**config.mk**
```make
export PLATFORM = sky130hd
export DESIGN_NAME = imem_loader
export DESIGN_NICKNAME = d
export VERILOG_FILES = /design/src/rtl/imem_loader.sv
export SDC_FILE = /design/constraint.sdc
export NUM_CORES = 1
export LEC_CHECK = 0
export CORE_MARGIN = 2
export CORE_UTILIZATION = 39
export CTS_BUF_LIST = sky130_fd_sc_hd__clkbuf_2 sky130_fd_sc_hd__clkbuf_4 sky130_fd_sc_hd__clkbuf_8
export DETAILED_ROUTE_END_ITERATION = 8
export PLACE_DENSITY_LB_ADDON = 0.1
export SETUP_SLACK_MARGIN = 0.1
export SLEW_MARGIN = 20
export SYNTH_ARGS = -nofsm -noshare
export SYNTH_HDL_FRONTEND = slang
export SYNTH_SLANG_ARGS = --single-unit
```
**constraint.sdc**
```tcl
create_clock -name i_clk -period 2.5 [get_ports i_clk]
set_input_delay 0.5 -clock i_clk [delete_from_list [all_inputs] [get_ports i_clk]]
set_output_delay 0.5 -clock i_clk [all_outputs]
set_load 0.03 [all_outputs]
```
**src/rtl/imem_loader.sv**
```systemverilog
// imem_loader: fills instruction memory from a byte stream.
// Bytes arrive over a valid/ready handshake, are packed little-endian into
// 32-bit words and written one word per write cycle. The CPU is held in reset
// while a load is running. An XOR checksum of the written words is kept.
//
// state  | meaning
// -------+---------------------------------------------------------------
// IDLE   | waiting for i_start; CPU released
// RECV   | collecting bytes of the current word; CPU held in reset
// WRITE  | single cycle driving the packed word to instruction memory
// DONE   | one-cycle completion pulse, then back to IDLE
module imem_loader #(
    parameter int ADDR_W    = 32,
    parameter int MAX_WORDS = 256,
    parameter int CNT_W     = 9
) (
    input  logic              i_clk,
    input  logic              i_rstn,
    input  logic              i_start,
    input  logic [ADDR_W-1:0] i_base_addr,
    input  logic [CNT_W-1:0]  i_num_words,
    input  logic              i_abort,
    input  logic              i_valid,
    input  logic [7:0]        i_byte,
    output logic              o_ready,
    output logic              o_we,
    output logic [ADDR_W-1:0] o_addr,
    output logic [31:0]       o_wdata,
    output logic              o_cpu_rstn,
    output logic              o_busy,
    output logic              o_done,
    output logic              o_aborted,
    output logic [31:0]       o_csum
);

    typedef enum logic [1:0] {
        ST_IDLE  = 2'd0,
        ST_RECV  = 2'd1,
        ST_WRITE = 2'd2,
        ST_DONE  = 2'd3
    } state_e;

    localparam logic [CNT_W-1:0]  MAX_CNT   = CNT_W'(MAX_WORDS);
    localparam logic [ADDR_W-1:0] WORD_STEP = ADDR_W'(4);

    state_e state_q, state_d;

    logic [ADDR_W-1:0] addr_q, addr_d;
    logic [CNT_W-1:0]  cnt_q, cnt_d;
    logic [1:0]        byte_idx_q, byte_idx_d;
    logic [31:0]       buf_q, buf_d;
    logic [31:0]       csum_q, csum_d;
    logic              aborted_q, aborted_d;

    logic              start_ok;
    logic              byte_fire;
    logic              last_byte;
    logic              loading;
    logic [CNT_W-1:0]  num_clamped;
    logic [ADDR_W-1:0] base_aligned;

    // The two low address bits are dropped so every load is word aligned.
    logic unused_base_lsbs;
    assign unused_base_lsbs = ^i_base_addr[1:0];

    // Handshake and request qualification shared by the FSM and datapath.
    always_comb begin
        loading      = (state_q == ST_RECV) || (state_q == ST_WRITE);
        start_ok     = (state_q == ST_IDLE) && i_start;
        byte_fire    = (state_q == ST_RECV) && i_valid && !i_abort;
        last_byte    = byte_fire && (byte_idx_q == 2'd3);
        num_clamped  = (i_num_words > MAX_CNT) ? MAX_CNT : i_num_words;
        base_aligned = {i_base_addr[ADDR_W-1:2], 2'b00};
    end

    // FSM state register.
    always_ff @(posedge i_clk) begin
        if (!i_rstn) begin
            state_q <= ST_IDLE;
        end else begin
            state_q <= state_d;
        end
    end

    // FSM next-state logic; abort overrides the normal transitions.
    always_comb begin
        state_d = state_q;
        case (state_q)
            ST_IDLE: begin
                if (start_ok) begin
                    state_d = (num_clamped == '0) ? ST_DONE : ST_RECV;
                end
            end
            ST_RECV: begin
                if (i_abort) begin
                    state_d = ST_IDLE;
                end else if (last_byte) begin
                    state_d = ST_WRITE;
                end
            end
            ST_WRITE: begin
                if (i_abort) begin
                    state_d = ST_IDLE;
                end else if (cnt_q == CNT_W'(1)) begin
                    state_d = ST_DONE;
                end else begin
                    state_d = ST_RECV;
                end
            end
            ST_DONE: begin
                state_d = ST_IDLE;
            end
            default: begin
                state_d = ST_IDLE;
            end
        endcase
    end

    // FSM output decode; o_ready drops combinationally while abort is high
    // so a byte offered alongside the abort stays with the source.
    always_comb begin
        o_ready    = (state_q == ST_RECV) && !i_abort;
        o_we       = (state_q == ST_WRITE);
        o_busy     = loading;
        o_cpu_rstn = !loading;
        o_done     = (state_q == ST_DONE);
        o_aborted  = aborted_q;
        o_addr     = addr_q;
        o_wdata    = buf_q;
        o_csum     = csum_q;
    end

    // Datapath next values: latch on start, pack bytes, retire a word on write.
    always_comb begin
        addr_d     = addr_q;
        cnt_d      = cnt_q;
        byte_idx_d = byte_idx_q;
        buf_d      = buf_q;
        csum_d     = csum_q;
        aborted_d  = loading && i_abort;
        case (state_q)
            ST_IDLE: begin
                if (start_ok) begin
                    addr_d     = base_aligned;
                    cnt_d      = num_clamped;
                    csum_d     = '0;
                    byte_idx_d = '0;
                end
            end
            ST_RECV: begin
                if (i_abort) begin
                    byte_idx_d = '0;
                end else if (byte_fire) begin
                    buf_d[{byte_idx_q, 3'b000} +: 8] = i_byte;
                    byte_idx_d = byte_idx_q + 2'd1;
                end
            end
            ST_WRITE: begin
                csum_d = csum_q ^ buf_q;
                addr_d = addr_q + WORD_STEP;
                cnt_d  = cnt_q - CNT_W'(1);
            end
            default: begin
            end
        endcase
    end

    // Datapath registers.
    always_ff @(posedge i_clk) begin
        if (!i_rstn) begin
            addr_q     <= '0;
            cnt_q      <= '0;
            byte_idx_q <= '0;
            buf_q      <= '0;
            csum_q     <= '0;
            aborted_q  <= 1'b0;
        end else begin
            addr_q     <= addr_d;
            cnt_q      <= cnt_d;
            byte_idx_q <= byte_idx_d;
            buf_q      <= buf_d;
            csum_q     <= csum_d;
            aborted_q  <= aborted_d;
        end
    end

endmodule

```
# [Word-level counts from Yosys, hierarchy flattened]
# Cells that the tools add are included.
[op_classes] n_eq_ne=8 n_bitwise=2 muxes=19 n_lt_le_gt_ge=1 shift=2 addsub=4 reduce_logical=17
[op_table] cell="$pmux 32 s2" n=2
[op_table] cell="$mux 32" n=2
[op_table] cell="$add 32x3->32 const B" n=1
[op_table] cell="$bwmux 32" n=1
[op_table] cell="$shift 8x7->32 const A" n=1
[op_table] cell="$shiftx 8x7->32" n=1
[op_table] cell="$xor 32x32->32" n=1
[op_table] cell="$mux 2" n=9
[op_table] cell="$mux 9" n=2
[op_table] cell="$pmux 9 s2" n=1
[op_table] cell="$eq 9x1->1 const B" n=1
[op_table] cell="$gt 9x9->1 const B" n=1
[op_table] cell="$logic_not 9->1" n=1
[op_table] cell="$sub 9x1->9 const B" n=1
[op_table] cell="$pmux 2 s4" n=1
[op_table] cell="$neg 5->7" n=1
[op_table] cell="$eq 2x2->1 const B" n=3
[op_table] cell="$logic_and 1x1->1" n=6
[op_table] cell="$ne 3x3->1 const B" n=2
[op_table] cell="$reduce_and 3->1" n=2
[op_table] cell="$pmux 2 s2" n=1
[op_table] cell="$reduce_and 2->1" n=2
[op_table] cell="$reduce_bool 2->1" n=2
[op_table] cell="$add 2x1->2 const B" n=1
[op_table] cell="other kinds (6)" n=7
[word_totals] output_inout_bits=102 elab_cells=60 regBits=110

# [Longest topological paths before layout]
# Gate-level depths: netlist (run 1).
[logic_depth] depth_word=7 mapped_depth=9 mapped_depth_nobuf=7

# [Least setup slack after synthesis (run 1)]
# Ideal clock, no wire load.
[synth_path] kind="reg-to-reg" startpoint="reg addr_q[2] (netlist: o_addr[2])" endpoint="reg addr_q[14] (netlist: o_addr[14])" stages_incl_launch_ff=7 setup_time_ns=0.079 path_slack_ns=0.311 arrival_ns=2.110 synth_period_minus_slack_ns=2.189 path_cell_list="dfxtp_1 ha_1 nand3_2 or4_1 clkbuf_2 or4_1 o211ai_1"
[synth_via] elab_chain_len=2
[synth_rtl] item="from (decl)" line_no="48" text="logic [ADDR_W-1:0] addr_q, addr_d;"
[synth_rtl] item="from (signal assigned)" line_no="178" text="addr_q <= addr_d;"
[synth_rtl] item="$add 32x3->32" line_no="160" text="addr_d = addr_q + WORD_STEP;"
[synth_rtl] item="$pmux 32 s2" line_no="141" text="case (state_q)"
# No other way between the ends.
# A chain may end at the register's enable or synchronous reset.

# [Worst setup path after layout (run 1)]
[layout_path] startpoint="reg state_q[0]" endpoint="out o_cpu_rstn"
[layout_via] elab_chain_len=3 elab_cells_between_ends=4 cone_classes="eq/ne (2); reduce/logical (2)"
[layout_rtl] item="from (decl)" line_no="46" text="state_e state_q, state_d;"
[layout_rtl] item="from (signal assigned)" line_no="81" text="state_q <= state_d;"
[layout_rtl] item="$eq 2x1->1 / $eq 2x2->1 (equally long branches)" line_no="68" text="loading = (state_q == ST_RECV) || (state_q == ST_WRITE);"
[layout_rtl] item="$logic_or 1x1->1 *" line_no="68"
[layout_rtl] item="$logic_not 1->1 *" line_no="125" text="o_cpu_rstn = !loading;"
[layout_rtl] item="to (decl)" line_no="29" text="output logic o_cpu_rstn,"
# Mark *: on every way between the ends. The rest lies on a longest branch, timed or not.

==> impl_results.md, run 1 <==
* Outcome: finished, final reports clean
* Placement-stage worst setup slack at 0.201 ns
* Worst endpoint required time at 2.00 ns
* Commonest non-fill, non-tap cell in the layout: sky130_fd_sc_hd__clkdlybuf4s50_1
* Largest fanout on the critical path at 4
* Mean number of vias per cell at 5.60
* Nets at 880
* Number of cells in the finished layout apart from fillers at 999
* Final Critical Period at 2.17 ns
* Last weighted congestion value of the routability-driven placer at 0.884
* IR Drop Worst-Case VDD at 0.000290 V
* DRT Wirelength at 17400 µm
* Starting DRT DRC Count at 359
* Cell count after synthesis at 664
* First-pass iteration count of the detailed router at 5
* # IOs at 156
* Number of instances in the placed design at 983
* CTS tree: built
* Top library cells by usage in the layout, fill and taps aside: 147 x sky130_fd_sc_hd__clkdlybuf4s50_1, 108 x sky130_fd_sc_hd__dfxtp_1, 90 x sky130_fd_sc_hd__nand2_1, 60 x sky130_fd_sc_hd__nor2_1, 48 x sky130_fd_sc_hd__a21oi_1
* DRC violations left at 0
* Cell Pwr Density at 711 mW/mm²
* Share of post-route cells with drive strength above 1 at 7.94%
* Number of warnings issued by yosys at 0
* Hold buffer count at cts at 0
* Crit path from: state_q[0]
* Total number of placement rows at 43
* Root Driver: sky130_fd_sc_hd__clkbuf_8
* Core Util, Final at 54.2%
* Unique cell type count in the Yosys netlist at 62
* Transition time at the pin with the least slew margin at 0.754 ns
* Die Outline Area at 0.0149 mm²
* Min Hold Slack at 0.480 ns
* Sequential area share after synthesis at 39.9%
* PostCTS Resize Cnt at 2
* Placeable Area at 0.0137 mm²
* Skew-Pair Late Insertion Delay at 0.40 ns
* Startpoint of the most critical register-to-register path: state_q[0]
* Static leakage at 2.65 nW
* Initial cell density of the core at 39.5%
* FF+latch count, synth at 108
* Unrepaired setup endpoints after global routing: no
* Endpoint type of the worst setup path: primary output
* Data arrival at the endpoint of the critical path at 1.67 ns
* Avg Inst Size Synth at 8.17 µm²
* Antenna violations before repair at 0
* Final cell area excluding filler cells at 0.00743 mm²
* Most used flip-flop cell after synthesis: sky130_fd_sc_hd__dfxtp_1
* Die X-Extent at 122 µm
* Placed Area at 0.00724 mm²
* Worst hold path type: reg -> reg
* Sum of negative setup slack at 0 ns
* Worst clock skew at 0.0123 ns
* Clock-pin slew on the worst setup and hold paths at 0.11 ns
* Number of sinks handled by clock tree synthesis at 108
* Synthesized cell area at 0.00543 mm²
* Leftover overflow at the end of global routing at 0
* Area overhead of the layout relative to synthesis at 36.9%
* Final worst-path cycle share at 86.7%
* Post-CTS Setup Bufs at 0
* Total number of vias at 5591
* Final setup viols at 0
* Max Fclk at 461 MHz
* Number of endpoints with negative hold slack in the final report at 0
* R2R cell count at 7
* Crit path to: o_cpu_rstn
* Number of routed nets with antenna violations at 0
* Diode count at 0
* Routed length per placed instance at 17.5 µm
* Maximum number of pins on one net before global-route repair at 38
* Category of the most critical setup path: reg -> out
* Number of max-slew violations in the final report at 0
* Wire length of the first global-routing pass at 27400 µm
* HPWL after detailed placement at 12700 µm
* Setup WS post-layout at 0.332 ns
* Overall routing resource usage at 23.4%
* Number of levels the H-tree was split into at 3
* Async set or reset register ratio after synthesis at 0%
* Count of max-cap constraint violations at 0
* PortBufs at 151
* Clk buf depth at 2
* Worst reg2reg endpoint: o_addr[25]
* Worst max-slew margin expressed relative to the limit at 49.6%
* Worst-case register-to-register setup slack at 0.38 ns
* Num CTS Buffers at 9
* Total power draw at 5.28 mW
* Number of global-route vias before repair at 5225
* Number of synthesized flops with an enable pin at 0
* Height of the chip at 122 µm
* Critical Path Start Type: register
-- sequential cells by signal, summed over array words and instances (netlist names) --
signal and flops:
state_q 2, cnt_q 9, byte_idx_q 2, o_aborted 1, o_csum 32, o_addr 30
o_wdata 32
-- worst max-delay path, cell delays in order (launching register included) --
cell,delay (ns)
sky130_fd_sc_hd__dfxtp_1,0.41
sky130_fd_sc_hd__inv_1,0.08
sky130_fd_sc_hd__ha_1,0.34
sky130_fd_sc_hd__inv_1,0.06
sky130_fd_sc_hd__dlygate4sd2_1,0.39
-- cell type report --
class / count / area, µm²
fill: 1331 / 6290
multi-input combinational: 496 / 3020
sequential: 108 / 2160
timing repair buffer: 182 / 1760
tap: 180 / 225
clock buffer: 9 / 124
clock inverter: 7 / 68.8
inverter: 17 / 63.8
-- how the worst min path moves through the flow --
stage | from | endpoint | slack (ns) | depth (start not counted)
global route | o_wdata[10] | o_wdata[10] | 0.50 | 2
floorplan | byte_idx_q[1] | byte_idx_q[1] | 0.51 | 2
detailed placement | o_wdata[10] | o_wdata[10] | 0.47 | 2
finish | o_wdata[10] | o_wdata[10] | 0.48 | 2
CTS | o_wdata[20] | o_wdata[20] | 0.49 | 2
global placement | o_wdata[12] | o_wdata[12] | 0.46 | 2
-- kinds of logic after synthesis --
family,share of synthesized area [%]
AND/OR/NAND/NOR,25.9
buffers and inverters,4.47
AO/OA/AOI/OAI,18.7
flip-flops,39.9
other,0.0691
XOR/XNOR,5.17
adder cells (fa/ha/maj),2.77
multiplexers,3.14
-- synth_stat cells, drive strengths merged, types with 9 or more instances --
cell type  number  share of area, %
a21oi          48               4.4
a22oi          12               1.7
and2            9               1.0
and3           15               1.7
and4           12               1.9
buf             9              0.85
clkbuf         35               2.4
dfxtp         108                40
ha             12               2.8
inv            15               1.0
nand2          91               6.3
nand3          36               3.4
nand4           9               1.0
nor2           60               4.2
nor3           12               1.1
nor4           10               1.2
o21ai          23               2.1
xor2           32               5.2
-- power breakdown --
group	leakage (nW)	internal, mW	total [mW]	switching [mW]
Sequential	0.877	1.89	2.14	0.248
Combinational	1.67	0.857	2.07	1.21
Clock	0.0964	0.389	1.07	0.685
Total	2.65	3.14	5.28	2.15
-- per-layer routing --
layer	GRT usage, %	part of all wire [%]	up-vias
li1	-	-	2696
met2	38.9	47	211
met5	0	0	-
met1	30.3	44	2659
met4	8.84	2.0	0
met3	4.40	6.4	25
No activity file was read; power rests on OpenSTA's default activity.
==> run 2: changes to the inputs <==
- CTS_CLUSTER_SIZE: not set -> 40
==> results of run 2 <==
No change in the layout: final DEF, timing and power equal those of run 1.
==> run 3: changes to the inputs <==
==> constraint.sdc (replaced) <==
create_clock -name i_clk -period 2.5 [get_ports i_clk]
set_input_delay 0.75 -clock i_clk [delete_from_list [all_inputs] [get_ports i_clk]]
set_output_delay 0.75 -clock i_clk [all_outputs]
set_load 0.03 [all_outputs]
==> run 3 against run 2 <==
  * Die area unchanged
  * Worst hold slack better by 0.0016 ns
  * Setup slack worse by 0.20 ns
  * Final cell count rose by 0.80%
  * Critical path type unchanged
==> impl_results.md, run 3 (synthesis gave the netlist of run 1 again) <==
* # IOs at 156
* Number of routed nets with antenna violations at 0
* Max Fclk at 422 MHz
* Clock group share of total power at 21.7%
* Transition time at the pin with the least slew margin at 0.698 ns
* Number of global-route vias before repair at 5199
* Number of instances in the placed design at 991
* Area overhead of the layout relative to synthesis at 39.2%
* R2R cell count at 4
* Footprint of the multi-input gates at 0.00302 mm²
* IR Drop Worst-Case VDD at 0.000341 V
* Sum of negative setup slack at 0 ns
* Net switching fraction of the power at 39.9%
* Count of filler cells inserted in the layout at 1312
* Category of the most critical setup path: reg -> out
* Hold path startpoint: o_wdata[10]
* Number of max-slew violations in the final report at 0
* PortBufs at 151
* Commonest non-fill, non-tap cell in the layout: sky130_fd_sc_hd__clkdlybuf4s50_1
* Overall routing resource usage at 23.6%
* Die Outline Area at 0.0149 mm²
* Combinational cell fraction of total power at 39.0%
* Data arrival at the endpoint of the critical path at 1.62 ns
* Total power draw at 5.44 mW
* Number of levels the H-tree was split into at 3
* Clock-pin slew on the worst setup and hold paths at 0.11 ns
* Diode count at 0
* Antenna violations before repair at 0
* Count of max-cap constraint violations at 0
* Startpoint of the most critical register-to-register path: o_addr[8]
* Core Util, Final at 55.0%
* P_int at 3.27 mW
* Cell count of the worst hold path at 2
* Static leakage at 2.83 nW
* Worst-case register-to-register setup slack at 0.41 ns
* Clk buf depth at 2
* First-pass iteration count of the detailed router at 6
* Placement-stage worst setup slack at -0.0357 ns
* Net Sw Power at 2.17 mW
* Placed Area at 0.00731 mm²
* Setup WS post-layout at 0.131 ns
* Skew-Pair Late Insertion Delay at 0.40 ns
* DRC violations left at 0
* Initial cell density of the core at 39.5%
* HPWL after detailed placement at 12800 µm
* Worst hold path type: reg -> reg
* Hold buffer count at cts at 0
* DRT Wirelength at 17700 µm
* Last weighted congestion value of the routability-driven placer at 0.848
* Final cell area excluding filler cells at 0.00755 mm²
* Root Driver: sky130_fd_sc_hd__clkbuf_8
* Number of endpoints with negative hold slack in the final report at 0
* Share of post-route cells with drive strength above 1 at 8.95%
* Unrepaired setup endpoints after global routing: yes
* Total number of placement rows at 43
* Cell Pwr Density at 720 mW/mm²
* Placeable Area at 0.0137 mm²
* Wire length of the first global-routing pass at 27600 µm
* Total number of vias at 5640
* Top library cells by usage in the layout, fill and taps aside: 137 x sky130_fd_sc_hd__clkdlybuf4s50_1, 108 x sky130_fd_sc_hd__dfxtp_1, 90 x sky130_fd_sc_hd__nand2_1, 60 x sky130_fd_sc_hd__nor2_1, 48 x sky130_fd_sc_hd__a21oi_1
* Outcome: finished, final reports clean
* Mean number of vias per cell at 5.60
* Num CTS Buffers at 9
* Starting DRT DRC Count at 378
* Die X-Extent at 122 µm
* Worst-case hold path end point: o_wdata[10]
* Number of cells in the finished layout apart from fillers at 1007
* Area of all sequential standard cells at 0.00216 mm²
* Worst max-slew margin expressed relative to the limit at 53.3%
* CTS tree: built
* Min Hold Slack at 0.481 ns
* Final worst-path cycle share at 94.7%
* Worst endpoint required time at 1.75 ns
* Leftover overflow at the end of global routing at 0
* Worst reg2reg endpoint: o_addr[14]
* Sequential fraction of design power at 39.3%
* Number of sinks handled by clock tree synthesis at 108
* Critical Path Start Type: register
* Nets at 888
* Maximum number of pins on one net before global-route repair at 48
* Routed length per placed instance at 17.5 µm
* Endpoint type of the worst setup path: primary output
* Height of the chip at 122 µm
* Largest fanout on the critical path at 4
* Final setup viols at 0
* Worst clock skew at 0.0115 ns
* Final Critical Period at 2.37 ns
run 3: cell count changes in the layout (fill, tap and decap cells not counted), moves of 2 or more:
cell / change
sky130_fd_sc_hd__dlymetal6s2s_1: +8
sky130_fd_sc_hd__buf_6: +2
sky130_fd_sc_hd__buf_4: +5
sky130_fd_sc_hd__clkdlybuf4s50_1: -10
run 3: area by class of cell:
| cell class | count | share of cell area [%] |
|---|---|---|
| clock inverters | 7 | 1.23 |
| well taps | 180 | 2.98 |
| clock buffers | 9 | 1.64 |
| inverters | 17 | 0.845 |
| repair buffers | 190 | 24.6 |
| flip-flops and latches | 108 | 28.6 |
| multi-input cells | 496 | 40.0 |
run 3: worst max path at each step:
stage                           from         end  slack (ns)  cells past startpoint
after floorplan            o_addr[2]  o_addr[14]        0.31                      6
after global placement       i_start  o_addr[29]      -0.007                      6
after detailed placement     i_start  o_addr[29]       -0.04                      6
after CTS                 state_q[0]  o_cpu_rstn        0.08                      4
after global routing      state_q[0]  o_cpu_rstn        0.06                      4
final                     state_q[0]  o_cpu_rstn        0.13                      4
run 3: critical path, cell delays in order, from the launching register on:
cell                              delay, ns
sky130_fd_sc_hd__dfxtp_1               0.40
sky130_fd_sc_hd__inv_1                 0.08
sky130_fd_sc_hd__ha_1                  0.32
sky130_fd_sc_hd__inv_1                 0.06
sky130_fd_sc_hd__clkdlybuf4s15_1       0.36
run 3: power groups by stage:
stage / Clock, mW / Combinational, mW / Sequential (mW)
6_report: 1.18 / 2.12 / 2.14
5_1_grt: 1.26 / 2.29 / 2.17
4_1_cts: 1.20 / 2.13 / 2.13
3_5_place_dp: 0 / 2.13 / 2.17
3_3_place_gp: 0 / 2.10 / 2.16
2_1_floorplan: 0 / 1.02 / 2.35
run 3: per-layer routing:
| layer | up-vias | global-route usage [%] | wire (µm) |
|---|---|---|---|
| li1 | 2717 | - | - |
| met2 | 228 | 38.2 | 8360 |
| met4 | 0 | 9.05 | 412 |
| met1 | 2668 | 31.9 | 7730 |
| met5 | - | 0 | 0 |
| met3 | 27 | 3.23 | 1160 |
run 3: what timing repair did:
action | CTS | global route
gates resized for setup | 6 | 10
endpoints found under the hold margin | 0 | 0
endpoints found under the setup margin | 5 | 11
cloned | 0 | 0
buffers inserted | 0 | 0
pin swaps | 0 | 0
